`src/rtl/div_pkg.sv`:
```
// Shared widths, operation encodings, FSM states and sign helpers for the divider.
package div_pkg;

   localparam int XLEN  = 32;
   localparam int CNT_W = 5;

   typedef enum logic [1:0] {
      OP_DIV  = 2'b00,
      OP_DIVU = 2'b01,
      OP_REM  = 2'b10,
      OP_REMU = 2'b11
   } div_op_e;

   typedef enum logic [1:0] {
      S_IDLE = 2'b00,
      S_CALC = 2'b01,
      S_SIGN = 2'b10,
      S_DONE = 2'b11
   } div_state_e;

   // DIV and REM interpret their operands as two's complement.
   function automatic logic op_is_signed(input logic [1:0] op);
      return (op == OP_DIV) || (op == OP_REM);
   endfunction

   // REM and REMU return the remainder; the others return the quotient.
   function automatic logic op_is_rem(input logic [1:0] op);
      return (op == OP_REM) || (op == OP_REMU);
   endfunction

   // Two's complement negation when neg is set, pass-through otherwise.
   function automatic logic [XLEN-1:0] cond_neg(input logic neg, input logic [XLEN-1:0] v);
      if (neg) begin
         return {XLEN{1'b0}} - v;
      end else begin
         return v;
      end
   endfunction

endpackage

```
`src/rtl/div_step.sv`:
```
// One restoring-division iteration: shift in a dividend bit, try to subtract the divisor.
module div_step #(
   parameter int XLEN = 32
) (
   input  logic [XLEN-1:0] rem_in,
   input  logic [XLEN-1:0] divisor,
   input  logic            dividend_bit,
   output logic [XLEN-1:0] rem_out,
   output logic            quo_bit
);

   logic [XLEN:0] trial_s;

   // The partial remainder is always below the divisor, so bit XLEN of the trial is the borrow.
   always_comb begin
      trial_s = {rem_in, dividend_bit} - {1'b0, divisor};
      quo_bit = ~trial_s[XLEN];
      if (quo_bit) begin
         rem_out = trial_s[XLEN-1:0];
      end else begin
         rem_out = {rem_in[XLEN-2:0], dividend_bit};
      end
   end

endmodule

```
`src/rtl/divider.sv`:
```
// Iterative 32-bit divider: DIV/DIVU/REM/REMU, one quotient bit per cycle,
// divide-by-zero and signed overflow resolved on accept.
module divider #(
   parameter int XLEN = 32
) (
   input  logic            clk_i,
   input  logic            rst_i,
   input  logic            valid_i,
   output logic            ready_o,
   input  logic [1:0]      op_i,
   input  logic [XLEN-1:0] data_a_i,
   input  logic [XLEN-1:0] data_b_i,
   output logic            valid_o,
   output logic [XLEN-1:0] data_o
);
   import div_pkg::*;

   localparam logic [XLEN-1:0] INT_MIN = {1'b1, {(XLEN-1){1'b0}}};

   div_state_e       state_r, state_nxt;
   logic [1:0]       op_r;
   logic             neg_q_r, neg_rem_r;
   logic [XLEN-1:0]  rem_r, quo_r, dvs_r;
   logic [CNT_W-1:0] count_r;
   logic             ready_r, valid_r;
   logic [XLEN-1:0]  data_r;

   logic             accept_s, sgn_in_s, zero_s, ovf_s, special_s;
   logic [XLEN-1:0]  special_data_s, result_s, step_rem_s;
   logic             step_q_s;

   div_step #(.XLEN(XLEN)) u_step (
      .rem_in       (rem_r),
      .divisor      (dvs_r),
      .dividend_bit (quo_r[XLEN-1]),
      .rem_out      (step_rem_s),
      .quo_bit      (step_q_s)
   );

   // Classify the incoming request; zero divisor and INT_MIN/-1 skip the iterations.
   always_comb begin
      sgn_in_s  = op_is_signed(op_i);
      zero_s    = (data_b_i == {XLEN{1'b0}});
      ovf_s     = sgn_in_s && (data_a_i == INT_MIN) && (data_b_i == {XLEN{1'b1}});
      special_s = zero_s || ovf_s;
      if (zero_s) begin
         special_data_s = op_is_rem(op_i) ? data_a_i : {XLEN{1'b1}};
      end else if (op_is_rem(op_i)) begin
         special_data_s = {XLEN{1'b0}};
      end else begin
         special_data_s = INT_MIN;
      end
   end

   // Restore signs on the unsigned quotient/remainder (negating zero stays zero).
   always_comb begin
      if (op_is_rem(op_r)) begin
         result_s = cond_neg(neg_rem_r, rem_r);
      end else begin
         result_s = cond_neg(neg_q_r, quo_r);
      end
   end

   // Next-state logic: accept only in IDLE, 32 CALC cycles, then SIGN and DONE.
   always_comb begin
      state_nxt = state_r;
      accept_s  = 1'b0;
      case (state_r)
         S_IDLE: begin
            if (valid_i) begin
               accept_s  = 1'b1;
               state_nxt = special_s ? S_DONE : S_CALC;
            end else begin
               state_nxt = S_IDLE;
            end
         end
         S_CALC: begin
            if (count_r == CNT_W'(XLEN - 1)) begin
               state_nxt = S_SIGN;
            end else begin
               state_nxt = S_CALC;
            end
         end
         S_SIGN:  state_nxt = S_DONE;
         S_DONE:  state_nxt = S_IDLE;
         default: state_nxt = S_IDLE;
      endcase
   end

   // State register.
   always_ff @(posedge clk_i) begin
      if (rst_i) begin
         state_r <= S_IDLE;
      end else begin
         state_r <= state_nxt;
      end
   end

   // Working registers: capture magnitudes on accept, then shift one quotient bit in per CALC cycle.
   always_ff @(posedge clk_i) begin
      if (rst_i) begin
         op_r      <= 2'b00;
         neg_q_r   <= 1'b0;
         neg_rem_r <= 1'b0;
         rem_r     <= {XLEN{1'b0}};
         quo_r     <= {XLEN{1'b0}};
         dvs_r     <= {XLEN{1'b0}};
         count_r   <= {CNT_W{1'b0}};
      end else begin
         case (state_r)
            S_IDLE: begin
               if (accept_s) begin
                  op_r      <= op_i;
                  neg_q_r   <= sgn_in_s & (data_a_i[XLEN-1] ^ data_b_i[XLEN-1]);
                  neg_rem_r <= sgn_in_s & data_a_i[XLEN-1];
                  rem_r     <= {XLEN{1'b0}};
                  quo_r     <= cond_neg(sgn_in_s & data_a_i[XLEN-1], data_a_i);
                  dvs_r     <= cond_neg(sgn_in_s & data_b_i[XLEN-1], data_b_i);
                  count_r   <= {CNT_W{1'b0}};
               end
            end
            S_CALC: begin
               rem_r   <= step_rem_s;
               quo_r   <= {quo_r[XLEN-2:0], step_q_s};
               count_r <= count_r + {{(CNT_W-1){1'b0}}, 1'b1};
            end
            default: begin
            end
         endcase
      end
   end

   // Registered outputs: ready tracks IDLE, valid pulses for the DONE cycle, data holds until next result.
   always_ff @(posedge clk_i) begin
      if (rst_i) begin
         ready_r <= 1'b1;
         valid_r <= 1'b0;
         data_r  <= {XLEN{1'b0}};
      end else begin
         ready_r <= (state_nxt == S_IDLE);
         valid_r <= (state_nxt == S_DONE);
         if (accept_s && special_s) begin
            data_r <= special_data_s;
         end else if (state_r == S_SIGN) begin
            data_r <= result_s;
         end
      end
   end

   assign ready_o = ready_r;
   assign valid_o = valid_r;
   assign data_o  = data_r;

endmodule

```
`config.mk`:
```
export PLATFORM = sky130hd
export DESIGN_NAME = divider
export DESIGN_NICKNAME = d
export VERILOG_FILES = /design/src/rtl/div_pkg.sv /design/src/rtl/div_step.sv /design/src/rtl/divider.sv
export SDC_FILE = /design/constraint.sdc
export NUM_CORES = 1
export LEC_CHECK = 0
export BUFFER_PORTS_ARGS = -buffer_cell sky130_fd_sc_hd__buf_2
export CAP_MARGIN = 20
export CELL_PAD_IN_SITES_DETAIL_PLACEMENT = 0
export CELL_PAD_IN_SITES_GLOBAL_PLACEMENT = 1
export CORE_MARGIN = 3
export CORE_UTILIZATION = 44
export DETAILED_ROUTE_END_ITERATION = 8
export PLACE_DENSITY_LB_ADDON = 0.1
export SYNTH_ARGS = -nofsm -noshare
export SYNTH_HDL_FRONTEND = slang
export SYNTH_SLANG_ARGS = --single-unit
```
`constraint.sdc`:
```
create_clock -name clk_i -period 3.4 [get_ports clk_i]
set_input_delay 0 -clock clk_i [delete_from_list [all_inputs] [get_ports clk_i]]
set_output_delay 0 -clock clk_i [all_outputs]
set_load 0.01 [all_outputs]
```
=== Yosys cells after proc, flatten, opt, wreduce, memory -nomap -nowiden ===
Cells that the tools add are included.

* Output and inout bits: 34
* Bits of input ports: 69
* Bits in registers: 141
* Logic and storage cells: 72

* Add/sub/neg operators: 6
* Reduce and logical (&&, ||, !) cells: 15
* Eq/ne operators: 12
* Muxes and demuxes: 23
* Bitwise logic cells: 5

{| class="wikitable"
|+ Operators by type and width
! operator !! number
|-
| 2-to-1 mux 32 bit || 13
|-
| one-hot mux 32 bit (2 select lines) || 2
|-
| subtractor 1 x 32 -> 32 bit, first input constant || 4
|-
| == test 32 bit, second input constant || 2
|-
| subtractor 33 x 32 -> 33 bit || 1
|-
| logical NOT 32 bit || 1
|-
| == test 2 bit, second input constant || 7
|-
| one-hot mux 5 bit (2 select lines) || 1
|-
| one-hot mux 2 bit (4 select lines) || 1
|-
| logical NOT 2 bit || 3
|-
| 2-to-1 mux 2 bit || 3
|-
| adder 5 x 1 -> 5 bit, second input constant || 1
|-
| == test 5 bit, second input constant || 1
|-
| 2-to-1 mux 5 bit || 1
|-
| logical OR 1 bit || 4
|-
| AND reduction 2 bit || 2
|-
| nonzero test 2 bit || 2
|-
| bitwise AND 1 bit || 3
|-
| logical AND 1 bit || 3
|-
| == test 2 x 1 -> 1 bit, second input constant || 1
|-
| 2-to-1 mux 1 bit || 2
|-
| != test 2 bit, second input constant || 1
|-
| inverter 1 bit || 1
|-
| bitwise XOR 1 bit || 1
|}

=== Longest topological paths before layout ===
* Word-level depth: 9
* Mapped depth: 13
* Mapped depth without buffers: 12

=== By module ===
From an unflattened synthesis, not the netlist that was laid out.

* Cell total of the unflattened synthesis: 1422
* Area, all modules: 11118.2 sq um

{| class="wikitable"
|+ Modules (own cells, without submodules)
! module !! area each (sq um) !! cells each !! times used !! sequential area each (sq um)
|-
| divider || 8752.1 || 1116 || 1 || 2802.7
|-
| div_step || 2366.0 || 306 || 1 || 0.0
|}

=== Least setup slack after synthesis ===
Ideal clock, no wire load.

* Path type: flip-flop to flip-flop
* From: register rem_r[12]
* To: register rem_r[29]
* Arrival time: 2.927 ns
* Path buffers: 2
* Library setup time: 0.122 ns
* Clock period less this slack: 3.049 ns
* Data required time: 3.278 ns
* Setup slack: 0.351 ns
* Stages on the path, launching flop included: 12
* Cell sequence: dfxtp_1 -> ha_1 -> clkbuf_1 -> a211oi_1 -> nor2_1 -> or4_1 -> a211oi_1 -> o21ai_0 -> xor2_1 -> clkbuf_1 -> nor2_1 -> a221o_1

* Longest elaborated chain between the ends: 3

{| class="wikitable"
|+ Ends and longest elaborated chain
! item !! RTL line !! RTL
|-
| start: declaration || divider.sv:23 || <nowiki>logic [XLEN-1:0] rem_r, quo_r, dvs_r;</nowiki>
|-
| start signal: assignment || divider.sv:105 || <nowiki>rem_r <= {XLEN{1'b0}};</nowiki>
|-
| start signal: assignment || divider.sv:116 || <nowiki>rem_r <= {XLEN{1'b0}};</nowiki>
|-
| start signal: assignment || divider.sv:123 || <nowiki>rem_r <= step_rem_s;</nowiki>
|-
| subtractor 33 x 32 -> 33 bit || div_step.sv:16 || <nowiki>trial_s = {rem_in, dividend_bit} - {1'b0, divisor};</nowiki>
|-
| 2-to-1 mux 32 bit || div_step.sv:18 || <nowiki>if (quo_bit) begin</nowiki>
|-
| one-hot mux 32 bit (2 select lines) || divider.sv:110 || <nowiki>case (state_r)</nowiki>
|}

Every way passes these cells.
A chain may end at the register's enable or synchronous reset.

=== Final worst setup path ===
* From: register dvs_r[19]
* To: register rem_r[28]

* Longest elaborated chain between the ends: 3

{| class="wikitable"
|+ Ends and longest elaborated chain
! item !! RTL line !! RTL
|-
| start: declaration || divider.sv:23 ||
|-
| start signal: assignment || divider.sv:107 || <nowiki>dvs_r <= {XLEN{1'b0}};</nowiki>
|-
| start signal: assignment || divider.sv:118 || <nowiki>dvs_r <= cond_neg(sgn_in_s & data_b_i[XLEN-1], data_b_i);</nowiki>
|-
| subtractor 33 x 32 -> 33 bit || div_step.sv:16 ||
|-
| 2-to-1 mux 32 bit || div_step.sv:18 ||
|-
| one-hot mux 32 bit (2 select lines) || divider.sv:110 ||
|}

Every way passes these cells.

==> results.txt <==
The flow ran to the end, and the final reports show no timing, DRC or antenna violations. The logs give 0.174 for the clock network power share and 0 for the detailed-route DRC error count. At the pin with the least slew margin, the transition time is 894 ps. The logs give 12,400 sq um for the area of all placed cells without fillers and 430 ps for the clock latency on the worst-skew pair. The classification of the worst-slack hold path was in2reg. The placed instances occupy a cell area of 11,200 sq um. TritonCTS built the clock tree.

sky130_fd_sc_hd__dfxtp_1 takes more of the synthesized area than any other cell. The top-area cell type share of the netlist area was 0.274; the DRC marker count from the first detailed-route iteration was 926. Sorting the synthesized cells by area gives the leading types as sky130_fd_sc_hd__dfxtp_1 27%, sky130_fd_sc_hd__o21ai_0 7.2%, sky130_fd_sc_hd__xnor2_1 6.3%.

The most used flip-flop cell after synthesis is sky130_fd_sc_hd__dfxtp_1. After synthesis the cells add up to 10,200 sq um. The run gives 0.00620 W as the cell-internal power. For the global-route wire length before repair, the log shows 54,100 um. The die covers 25,100 sq um. The time the worst path needs with I/O delays and setup is 3150 ps, and the via count of the routed design is 10,649. Among all stages on the critical path, the largest delay is contributed by sky130_fd_sc_hd__or4_1. Power density normalized to cell area: 924 nW/um^2.

The required time of the critical path was 3720 ps. The maximum count of clock buffers along a single path came out at 2. STA classifies the critical path endpoint as a flip-flop. The worst setup path is launched from a flip-flop.

Number of pins with negative max-slew slack in the final report: 0. The site row count is 55, and the effective utilization at floorplan is 0.450. For the hold violation count in the final report, the log shows 0.

The number of enable flip-flop cells after synthesis was 0. The share of total power in combinational logic was 0.634; the final wirelength was 34,300 um. Entering global routing, the biggest net connects 65 pins. For the headroom to the max-slew limit, the log shows 0.401.

First-pass iteration count of the detailed router: 5. The design draws 0.0115 W. The overall global routing resource usage is 0.272, and the static leakage is 5.02 nW. The tools report the number of nets produced by synthesis as 1,477.

Traced cell by cell, the critical path runs through inv_1 > ha_1 > a21oi_1 > o21ai_0 > or4_1 > a211oi_2 > o21ai_0 > buf_4 > xor2_4 > buf_4 > o21ai_0 > a21oi_1 > a211o_1. In this run, synthesis produced a sequential element count of 140. Number of standard cells in the final layout excluding fillers: 1,814.

Setup repair after global routing left no endpoint under its margin. At the placement stage, the worst setup path has a slack of 210 ps. The number of I/O port buffers works out to 102. The summed negative setup slack over all endpoints came out at 0 ps. The share of total power consumed by net switching was 0.459; the number of buffers inserted to repair setup after CTS was 0. Ranked by instance count, the synthesized netlist is headed by 148 x sky130_fd_sc_hd__nand2_1, 147 x sky130_fd_sc_hd__o21ai_0, 140 x sky130_fd_sc_hd__dfxtp_1.

The critical path in this run is classified as reg2reg. The run gives 0 as the number of maximum-capacitance constraint violations. In the routed layout, each cell is associated on average with a via count of 5.87. The part of the total power dissipated in sequential elements came out at 0.192. The tools report the number of instances in the synthesized netlist as 1,368.

The share of the clock period used by the worst path after layout was 0.925; the largest driver fanout on the critical path was 17. The arrival time at the worst endpoint was 3460 ps; the highest achievable clock rate was 318 MHz. The sequential cell area fraction in the yosys report is 0.274. The largest single stage delay on the critical path is 460 ps. Remaining antenna violation count: 0. The synthesized netlist contains 61 unique library cells.

The worst register-to-register path has a setup slack of 250 ps. For the initial antenna violation count, the log shows 0. The tools report the slack of the critical path as 255 ps. During synthesis, Yosys emitted a total of 0 warnings.

The clock slew seen by the registers of the worst setup and hold paths was 60 ps. The final worst clock skew was 13.8 ps. In this run the clock root is driven by a sky130_fd_sc_hd__clkbuf_16. For this design the top-level I/O count stands at 103. The deepest level of the CTS H-tree was 4; the number of placed instances with taps included was 1,727. Relative to the synthesized area, the layout overhead comes to 21.5%. The maximum vdd ir drop is 0.827 mV, and the width of the die is 158 um. In this run the power spent charging and discharging nets is 0.00526 W. The tools report the via count of the first global-routing pass as 9,752. The total congestion overflow after global routing is 0, and the mean post-synth cell area is 7.46 sq um. The fraction of registers with async set or reset after synthesis was 0. The final-report setup violation count came out at 0. Counting every sink on the clock net gives 140.

Detailed placement finished with a half-perimeter wire length of 25,100 um. In this run, CTS created clock tree buffers numbering 17. Among all cell types in the netlist, the one instantiated most often is sky130_fd_sc_hd__nand2_1. The core region is 22,700 sq um. The congestion estimate from routability-driven global placement came to 0.909. The number of antenna cells inserted was 0; the number of nets in the layout was 1,626. The proportion of layout cells with a drive suffix above 1 is 0.136. The vertical die dimension was 158 um; the detail-routed net length per standard cell was 18.9 um.

The most prevalent standard cell on the critical path is sky130_fd_sc_hd__o21ai_0.
[cell type report]
class | instances | area, sq um
inverter | 50 | 188
fill | 2219 | 10300
timing repair buffer | 214 | 1520
clock buffer | 19 | 453
tap | 285 | 357
multi-input combinational | 1094 | 6930
sequential | 140 | 2800
clock inverter | 12 | 160
[repair_timing]
item                                   in CTS  in global routing
endpoints found under the hold margin      70                  0
setup endpoints to repair                   0                 13
hold buffers                               56                  0
gates resized for setup                     0                  1
[state kept, by name, summed over array words and instances, names as in the netlist]
register and count:
data_o 32, dvs_r 32, quo_r 32, rem_r 32, count_r 5, state_r 2, neg_q_r 1, neg_rem_r 1
op_r 1, ready_o 1, valid_o 1
[final timing paths]
path                             startpoint         to  cells past startpoint
worst max register to register    dvs_r[19]  rem_r[28]                     13
worst min-delay path            data_a_i[2]  data_o[2]                      3
worst min register to register    dvs_r[26]  dvs_r[26]                      2
worst max-delay path              dvs_r[19]  rem_r[28]                     13
[power by group through the flow]
stage	logic (W)	registers (W)	clock network, W
floorplan	0.00509	0.00219	0
global placement	0.00706	0.00223	0
detailed placement	0.00707	0.00223	0
CTS	0.00716	0.00220	0.00202
global route	0.00791	0.00224	0.00208
finish	0.00726	0.00220	0.00199
[worst max-delay path, delay by kind of cell, from the launching register on]
kind / cells / cell delay (ps)
AOI/OAI and AO/OA: 7 / 1310
xor gates and xnor gates: 1 / 160
adders and majority gates: 1 / 350
buffers and inverters: 3 / 420
DFF: 1 / 330
and+or+nand+nor: 1 / 460
[placed cells by master, fill, tap and decap left out, types with 7 or more instances in the layout]
master                          netlist  layout
sky130_fd_sc_hd__ha_1                39      39
sky130_fd_sc_hd__inv_1               50      50
sky130_fd_sc_hd__a21o_1              14      14
sky130_fd_sc_hd__buf_4                0      55
sky130_fd_sc_hd__nand3_1             25      25
sky130_fd_sc_hd__nor4_1               9       9
sky130_fd_sc_hd__nand2_1            148     148
sky130_fd_sc_hd__nand2b_1            14      14
sky130_fd_sc_hd__dfxtp_1            140     140
sky130_fd_sc_hd__or4_1               16      16
sky130_fd_sc_hd__nor2_1             124     123
sky130_fd_sc_hd__mux2i_1             25      25
sky130_fd_sc_hd__dlygate4sd3_1        0      56
sky130_fd_sc_hd__buf_2                5     101
sky130_fd_sc_hd__a22oi_1             30      30
sky130_fd_sc_hd__o31ai_1             34      34
sky130_fd_sc_hd__clkbuf_16            0      17
sky130_fd_sc_hd__nor3_1              24      23
sky130_fd_sc_hd__xnor2_1             73      73
sky130_fd_sc_hd__nor2b_1              8       7
sky130_fd_sc_hd__and3_1               7       7
sky130_fd_sc_hd__or3_1               16      16
sky130_fd_sc_hd__xor2_1              68      67
sky130_fd_sc_hd__o21ai_0            147     147
sky130_fd_sc_hd__a221o_1              7       7
sky130_fd_sc_hd__a21oi_1            113     113
sky130_fd_sc_hd__o41ai_1             15      15
sky130_fd_sc_hd__a211oi_1            52      51
sky130_fd_sc_hd__nand4_1             15      15
[per-stage QoR]
step / hold slack (ps) / utilization
6_report: 37.4 / 0.546
3_3_place_gp: 295 / 0.494
3_5_place_dp: 302 / 0.494
2_1_floorplan: 107 / -
4_1_cts: 9.58 / 0.546
5_1_grt: 50.4 / 0.546
[metal layers]
metal / GRT usage / part of all wire / vias to the layer above
li1: - / - / 5248
met1: 0.398 / 0.48 / 4995
met2: 0.430 / 0.45 / 366
met3: 0.0269 / 0.051 / 40
met4: 0.0692 / 0.015 / 0
met5: 0 / 0 / -
[cell families (layout without fill, tap and decap cells)]
group,after synthesis,in the layout,synth area share
fa+ha+maj,40,40,0.0497
mux,25,25,0.0245
flops,140,140,0.274
buf+inv,134,295,0.0506
xor+xnor,141,141,0.121
compound gates,462,462,0.283
simple gates,426,426,0.197
Power figures use the tool's default switching activity.
